[src/rtl/pipe_pkg.sv]
// Shared definitions for the RV32IM inter-stage pipeline registers.
// Occupancy state encoding, per-stage field widths and the NOP control word.
package pipe_pkg;

    typedef enum logic [1:0] {
        EMPTY = 2'd0,
        BUSY  = 2'd1,
        FULL  = 2'd2
    } occ_state_t;

    localparam int DEF_CTRL_W   = 16;
    localparam int DEF_DATA_W   = 128;

    localparam int IFID_CTRL_W  = 8;
    localparam int IFID_DATA_W  = 64;
    localparam int IDEX_CTRL_W  = 16;
    localparam int IDEX_DATA_W  = 128;
    localparam int EXMEM_CTRL_W = 12;
    localparam int EXMEM_DATA_W = 96;
    localparam int MEMWB_CTRL_W = 8;
    localparam int MEMWB_DATA_W = 64;

    // All-zero control is a bubble: no write enables, no memory access.
    localparam logic [DEF_CTRL_W-1:0] NOP_CTRL = '0;

endpackage

[src/rtl/pipe_entry.sv]
// One pipeline slot: valid bit plus ctrl and data fields, with load and clear.
// Clear always drops the slot to a NOP; data is zeroed only when CLEAR_DATA is set.
module pipe_entry #(
    parameter int                CTRL_W     = 16,
    parameter int                DATA_W     = 128,
    parameter logic [CTRL_W-1:0] CTRL_RST   = '0,
    parameter bit                CLEAR_DATA = 1'b1
) (
    input  logic              CLK,
    input  logic              RESET,
    input  logic              load,
    input  logic              clear,
    input  logic [CTRL_W-1:0] ctrl_d,
    input  logic [DATA_W-1:0] data_d,
    output logic              valid,
    output logic [CTRL_W-1:0] ctrl,
    output logic [DATA_W-1:0] data
);

    // NOTE: state uses <= so every slot samples pre-edge values, which is what
    // lets main load from skid in the same edge that skid is cleared.
    always_ff @(posedge CLK or posedge RESET) begin
        if (RESET) begin
            valid <= 1'b0;
            ctrl  <= CTRL_RST;
            data  <= '0;
        end else if (clear) begin
            valid <= 1'b0;
            ctrl  <= CTRL_RST;
            if (CLEAR_DATA) begin
                data <= '0;
            end
        end else if (load) begin
            valid <= 1'b1;
            ctrl  <= ctrl_d;
            data  <= data_d;
        end
    end

endmodule

[src/rtl/pipe_stage_skid.sv]
// Valid/ready pipeline stage register with a one-entry skid buffer and flush.
// IN_READY depends only on the skid register, so there is no ready path through the stage.
module pipe_stage_skid
    import pipe_pkg::*;
#(
    parameter int                CTRL_W     = DEF_CTRL_W,
    parameter int                DATA_W     = DEF_DATA_W,
    parameter logic [CTRL_W-1:0] CTRL_RST   = CTRL_W'(NOP_CTRL),
    parameter bit                CLEAR_DATA = 1'b1
) (
    input  logic              CLK,
    input  logic              RESET,
    input  logic              FLUSH,
    input  logic              IN_VALID,
    output logic              IN_READY,
    input  logic [CTRL_W-1:0] IN_CTRL,
    input  logic [DATA_W-1:0] IN_DATA,
    output logic              OUT_VALID,
    input  logic              OUT_READY,
    output logic [CTRL_W-1:0] OUT_CTRL,
    output logic [DATA_W-1:0] OUT_DATA,
    output logic [1:0]        OCCUPANCY
);

    occ_state_t        state, state_nx;
    logic              main_valid, skid_valid;
    logic [CTRL_W-1:0] main_ctrl, skid_ctrl, main_ctrl_d;
    logic [DATA_W-1:0] main_data, skid_data, main_data_d;
    logic              accept, issue;
    logic              main_load, main_clear, main_from_skid;
    logic              skid_load, skid_clear;

    assign IN_READY = !skid_valid && !RESET;
    assign accept   = IN_VALID && IN_READY;
    assign issue    = main_valid && OUT_READY;

    // NOTE: every control is given a default before the branches so the
    // decode stays purely combinational and no latch is inferred.
    always_comb begin
        state_nx       = state;
        main_load      = 1'b0;
        main_clear     = 1'b0;
        main_from_skid = 1'b0;
        skid_load      = 1'b0;
        skid_clear     = 1'b0;
        if (FLUSH) begin
            main_clear = 1'b1;
            skid_clear = 1'b1;
            state_nx   = EMPTY;
        end else begin
            case (state)
                EMPTY: begin
                    if (accept) begin
                        main_load = 1'b1;
                        state_nx  = BUSY;
                    end
                end
                BUSY: begin
                    if (accept && issue) begin
                        main_load = 1'b1;
                    end else if (accept) begin
                        skid_load = 1'b1;
                        state_nx  = FULL;
                    end else if (issue) begin
                        main_clear = 1'b1;
                        state_nx   = EMPTY;
                    end
                end
                FULL: begin
                    if (issue) begin
                        main_load      = 1'b1;
                        main_from_skid = 1'b1;
                        skid_clear     = 1'b1;
                        state_nx       = BUSY;
                    end
                end
                default: state_nx = EMPTY;
            endcase
        end
    end

    assign main_ctrl_d = main_from_skid ? skid_ctrl : IN_CTRL;
    assign main_data_d = main_from_skid ? skid_data : IN_DATA;

    always_ff @(posedge CLK or posedge RESET) begin
        if (RESET) begin
            state <= EMPTY;
        end else begin
            state <= state_nx;
        end
    end

    pipe_entry #(
        .CTRL_W     (CTRL_W),
        .DATA_W     (DATA_W),
        .CTRL_RST   (CTRL_RST),
        .CLEAR_DATA (CLEAR_DATA)
    ) u_main (
        .CLK    (CLK),
        .RESET  (RESET),
        .load   (main_load),
        .clear  (main_clear),
        .ctrl_d (main_ctrl_d),
        .data_d (main_data_d),
        .valid  (main_valid),
        .ctrl   (main_ctrl),
        .data   (main_data)
    );

    pipe_entry #(
        .CTRL_W     (CTRL_W),
        .DATA_W     (DATA_W),
        .CTRL_RST   (CTRL_RST),
        .CLEAR_DATA (CLEAR_DATA)
    ) u_skid (
        .CLK    (CLK),
        .RESET  (RESET),
        .load   (skid_load),
        .clear  (skid_clear),
        .ctrl_d (IN_CTRL),
        .data_d (IN_DATA),
        .valid  (skid_valid),
        .ctrl   (skid_ctrl),
        .data   (skid_data)
    );

    assign OUT_VALID = main_valid;
    assign OUT_CTRL  = main_ctrl;
    assign OUT_DATA  = main_data;
    assign OCCUPANCY = state;

endmodule

[config.mk]
export PLATFORM = sky130hd
export DESIGN_NAME = pipe_stage_skid
export DESIGN_NICKNAME = d
export VERILOG_FILES = /design/src/rtl/pipe_pkg.sv /design/src/rtl/pipe_entry.sv /design/src/rtl/pipe_stage_skid.sv
export SDC_FILE = /design/constraint.sdc
export NUM_CORES = 1
export LEC_CHECK = 0
export ABC_AREA = 1
export CORE_UTILIZATION = 40
export CTS_CLUSTER_DIAMETER = 40
export DETAILED_ROUTE_END_ITERATION = 10
export MAX_ROUTING_LAYER = met4
export PLACE_DENSITY = 0.65
export SLEW_MARGIN = 30
export SYNTH_ARGS = -nofsm -noshare
export SYNTH_HDL_FRONTEND = slang
export SYNTH_SLANG_ARGS = --single-unit
[constraint.sdc]
create_clock -name CLK -period 14.4 [get_ports CLK]
set_clock_uncertainty 0.2 [all_clocks]
set_input_delay 1.44 -clock CLK [delete_from_list [all_inputs] [get_ports CLK]]
set_output_delay 1.44 -clock CLK [all_outputs]
set_load 0.005 [all_outputs]
======== Word level (Yosys, flattened, before mapping) ========
Cells that the tools add are included.
word-level totals
  register bits ........................... 292
  latch bits .............................. 0
  bits in writable memories ............... 0
  ROM bits ................................ 0
  output and inout port bits .............. 148
  logic and storage cells ................. 59
  memories kept ........................... 0
operators by class
  $add $sub $neg .......................... 0
  multipliers ............................. 0
  div/mod/pow operators ................... 0
  $lt $le $gt $ge ......................... 0
  equality and inequality tests ........... 6
  shift operators ......................... 0
  mux-type cells .......................... 36
  bitwise gates (word level) .............. 0
  reductions and logical operators ........ 10
operators by type and width
  cell                                                                   number
  128-bit two-way mux                                                    5
  16-bit two-way mux                                                     5
  1-bit two-way mux                                                      18
  2-bit two-way mux                                                      6
  3-bit != test, second input constant                                   3
  2-bit one-hot mux with 3 select lines                                  1
  1-bit logical AND                                                      4
  4-bit != test, second input constant                                   1
  4-bit AND reduction                                                    1
  2-bit nonzero test                                                     2
  1-bit one-hot mux with 3 select lines                                  1
  2-bit by 1-bit equality test with 1-bit output, second input constant  1
  2-bit equality test, second input constant                             1
  1-bit zero test                                                        2
  2-bit zero test                                                        1

======== Logic depth before layout (Yosys ltp) ========
  word-level depth ........................ 9
  mapped depth ............................ 11
  depth with buffers taken out ............ 8

======== Hierarchy ========
Synthesis repeated with hierarchy kept, for this count alone.
second synthesis, totals
  cell total of the unflattened synthesis .. 1,771
  area total of the unflattened synthesis .. 13,649.3 µm²
by module, submodules not included
  module           instances  cells each  area an instance (µm²)  sequential area each (µm²)
  pipe_entry       2          628         5,677.9                 3,628.5
  pipe_stage_skid  1          515         2,293.4                 50.0

======== Worst setup path after synthesis ========
OpenSTA, ideal clock, no wires.
  kind .................................... in2out
  start point ............................. input RESET
  end point ............................... output IN_READY
  arrival time ............................ 1.583 ns
  setup slack ............................. 11.177 ns
  cell stages on the path ................. 1
  path buffers ............................ 0
  path through ............................ nor2_2
between the ends
  word-level cells in the longest chain between the ends .. 2
RTL lines
  item                              line                   RTL
  start, declared                   pipe_stage_skid.sv:12  input logic RESET,
  1-bit zero test (no source line)  -
  1-bit logical AND                 pipe_stage_skid.sv:33  assign IN_READY = !skid_valid && !RESET;
  end, declared                     pipe_stage_skid.sv:15  output logic IN_READY,
Every way passes these cells.

======== Worst setup path after layout ========
  start point ............................. input FLUSH
  end point ............................... register u_skid.data[48]
between the ends
  word-level cells in the longest chain between the ends .. 2
  elaborated cells on any way between the ends .. 4
  classes of those cells .................. mux: 3; reduce/logical: 1
RTL lines
  item                                                       line                   RTL
  start, declared                                            pipe_stage_skid.sv:13  input logic FLUSH,
  1-bit two-way mux                                          pipe_stage_skid.sv:46  if (FLUSH) begin
  128-bit two-way mux or 2-bit nonzero test (tied branches)  -
  end signal, assigned                                       pipe_entry.sv:36       data <= data_d;
  end, declared                                              pipe_entry.sv:17       output logic [DATA_W-1:0] data
Parallel ways exist; a longest one is shown, timed or not.
A chain may end at the register's enable or synchronous reset.

==> impl_summary.md <==
Status
The flow ran to the end, and the final reports show no timing, DRC or antenna violations.

Routing
Across all layers, the routed design uses approximately 14000 vias. The number of nets with antenna violations after routing is 0. For this run, the detailed router's first-pass iteration total came to 5. The number of vias per cell is around 5.5. Summed over all layers, the routed wires come to roughly 46000 um.

In the final routed layout, each cell accounts on average for ~18 um. The DRC violation count after routing is 0. After the first detailed-routing iteration, the DRC count stood at ~1200.

Floorplanning
The number of top-level pins is 297. The horizontal die dimension is approximately 190 um. The number of standard-cell rows in the floorplan is between 60 and 70. The die height is around 190 um. The starting density of the core is 40.8%. The region available for standard cell placement spans about 0.035 mm2. The die covers about 0.036 mm2.

Setup path
The critical path is of the primary input to register type. STA classifies the critical path startpoint as a primary input. In this design, the stage delay of the slowest critical-path cell is about 0.84 ns. The signal on the critical path passes through clkdlybuf4s50_1, inv_4, nand2_1, nor2_1, nand3_4, inv_4, buf_4, nand2_1, nand2_1.

The required time at the worst-slack endpoint is between 10 and 15 ns. At the worst endpoint, the arrival time is approximately 5.7 ns. The maximum fanout along the worst path is between 70 and 80.

For this design, the slowest cell found on the critical path is inv_4. The worst setup path is captured at a register. By instance count, the cell type seen most on the critical path is nand2_1.

Synthesis
The compound-cell area share of the yosys netlist is less than 1%. The area of the mapped netlist is around 0.014 mm2. The most used flip-flop cell after synthesis is dfrtp_1. Averaged over all synthesized cells, the footprint is 7.87 um2. In the post-synthesis netlist, the biggest area contributors are dfrtp_1 (52%), nand2_1 (19%), nand3_1 (15%). After Yosys synthesis, full adders, half adders and majority gates account for 0% of the synthesized area. The post-synthesis sequential area ratio is between 50% and 60%.

The biggest area contributor in the post-synthesis netlist is dfrtp_1. The post-synthesis mux area share is 0%. The unique cell type count in the Yosys netlist is 19. Sorting the synthesized cells by how often they occur yields nand2_1 (729), nand3_1 (436), dfrtp_1 (292).

The synthesized design contains a little under 300 register bits. After synthesis, the largest family of logic cells by area is simple AND/OR/NAND/NOR gates. In the synthesized netlist, the number of instances is 1796. nand2_1 is the most common cell in the netlist.

The post-synthesis simple-gate area fraction is 42.0%. The count of flip-flops with a built-in enable after synthesis is 0. The warning count from the yosys run is 0. Of the total synthesized cell area, the portion taken by XOR and XNOR cells is 0%.

The number of nets in the synthesized netlist is a little under 2000. The proportion of netlist area held by the largest area contributor is roughly half. In the synthesized netlist the async set-or-reset flop fraction comes to 100%.

Layout
The finished layout holds roughly 2500 standard cells, fillers aside. The final cell area excluding filler cells is approximately 0.019 mm2. Of the cells placed in the final design, the portion with a size suffix greater than 1 is 5.63%.

The number of nets in the final layout is about 2100. From synthesis to final layout, the design area changed by 33.1%.

Pwr
Across the VDD grid, the largest voltage drop is 0.0861 mV. Summing internal, switching and leakage power gives roughly 2400 uW. For this design the static power due to leakage is around 0.0097 uW.

The power density of the placed cells is around 130 mW/mm2.

Hold path
The path class of the tightest hold or removal check is register to register.

Placement
The placed wire-length estimate is 25500 um. The placer congestion estimate is roughly 0.83. The number of placed instances with taps included is 2394. The post-placement cell area is ~0.017 mm2. The count of buffers added on input and output ports is ~300.

Timing
The number of hold-slack violations in the final timing report was 0. In the final timing run, aggregate negative setup slack is 0 ns. The tightest hold path in the finished design has a slack of approximately 0.3 ns.

At the pin with the least slew margin, the transition time is 0.940 ns. The normalized max-slew margin is about 37%. The highest achievable clock rate is around 180 MHz. The final setup violation count is 0. Setup repair after global routing left no endpoint under its margin.

The number of slew-limit violations in the final report came to 0. The final critical delay including setup and external delays is about 5.4 ns. Dividing the final minimum period by the clock period gives between 30% and 40%.

Clocking
The CTS tree is yes. The number of clock buffers added by TritonCTS is between 40 and 50. The post-CTS resize count is 0. The cts-stage hold buffer count is 0. The longest clock path from root to sink contains 3 buffers. Clock-pin slew was measured on the worst setup and hold paths at around 0.05 ns.

The clock reaches the later pin of the worst-skew pair after 0.56 ns. In this run the clock root is driven by a clkbuf_16. Counting every sink on the clock net gives 292. Once the clock tree was built, the setup fixing pass inserted 0 buffers. The H-tree depth is 2.

Global routing
The most utilized layer in the global route result is met2. The global routing met1 resource utilization is 36.0%. The initial antenna violation count is 4.

The via count of the first global-routing pass is ~13000. The met2 track demand over resource is approximately 38%. Global routing used 25.9% of the available tracks. For this run the aggregate overflow at the end of global routing stands at 0. Entering global routing, the biggest net connects ~160 pins. The first global-routing pass estimated ~73000 um of wire. Global routing consumed, on the met3 layer, approximately 6.3% of the routing resources.

Job
Max-cap violations in this run came to 0.
-- per-stage QoR --
stage                     util [%]  setup WS (ns)
final                         54.3           8.99
after global routing          54.3           8.65
after CTS                     54.2           8.98
after detailed placement      49.5           8.43
after global placement        49.0           8.50
after floorplan                  -           4.70
-- state kept, by name, indices dropped and copies added, names as in the netlist --
register and flops:
u_main.data 128, u_skid.data 128, u_main.valid 1, OCCUPANCY 2, u_skid.ctrl 16, u_main.ctrl 16, u_skid.valid 1
-- final cells by class --
type	count	area, um2
antenna	4	10.0
timing repair buffer	315	3270
fill	3198	15800
tap	455	569
clock buffer	59	1310
inverter	7	43.8
multi-input combinational	1326	5970
sequential	292	7310
clock inverter	26	317
-- logic make-up (layout without fill, tap and decap cells) --
kind of cell / Yosys count / after routing
flip-flops: 292 / 292
other: 0 / 4
AND/OR/NAND/NOR: 1324 / 1324
AO/OA/AOI/OAI: 2 / 2
buffers and inverters: 178 / 407
-- layer usage --
| metal | vias to the layer above | part of all wire [%] |
|---|---|---|
| met5 | - | 0 |
| li1 | 6427 | - |
| met3 | 76 | 8.5 |
| met2 | 560 | 45 |
| met4 | 0 | 2.4 |
| met1 | 6517 | 44 |
-- critical path: cells and delay by family --
kind | cells | cell delay, ns
buf+inv | 4 | 2.89
simple gates | 5 | 1.23
-- final timing paths --
check / start / endpoint / slack [ns] / cells past startpoint
worst max-delay path: FLUSH / u_skid.data[48]$_DFFE_PP0P_ / 8.99 / 9
worst min-delay path: u_skid.data[25]$_DFFE_PP0P_ / u_skid.data[25]$_DFFE_PP0P_ / 0.29 / 2
worst max register to register: u_skid.valid$_DFFE_PP0P_ / u_skid.data[48]$_DFFE_PP0P_ / 10.71 / 8
worst min register to register: u_skid.data[25]$_DFFE_PP0P_ / u_skid.data[25]$_DFFE_PP0P_ / 0.29 / 2
max in group asynchronous: RESET / u_skid.data[49]$_DFFE_PP0P_ / 11.38 / 4
min in group asynchronous: RESET / u_main.data[119]$_DFFE_PP0P_ / 1.22 / 2
-- report_power, final --
group,total [uW],internal (uW),switching [uW]
clock network,1160,742,421
logic,338,159,179
registers,921,881,40.1
total,2420,1780,640
-- cells in the final DEF, fill, tap and decap left out, drive strengths merged --
master / Yosys / final
bufinv: 0 / 5
nand4: 147 / 147
o21a: 1 / 1
dfrtp: 292 / 292
inv: 7 / 13
clkinvlp: 0 / 5
nor2: 6 / 6
clkdlybuf4s50: 0 / 296
a21oi: 1 / 1
clkbuf: 62 / 59
buf: 109 / 19
nand3: 436 / 436
diode: 0 / 4
nand2: 734 / 734
nand3b: 1 / 1
clkinv: 0 / 10
Power figures use the tool's default switching activity.
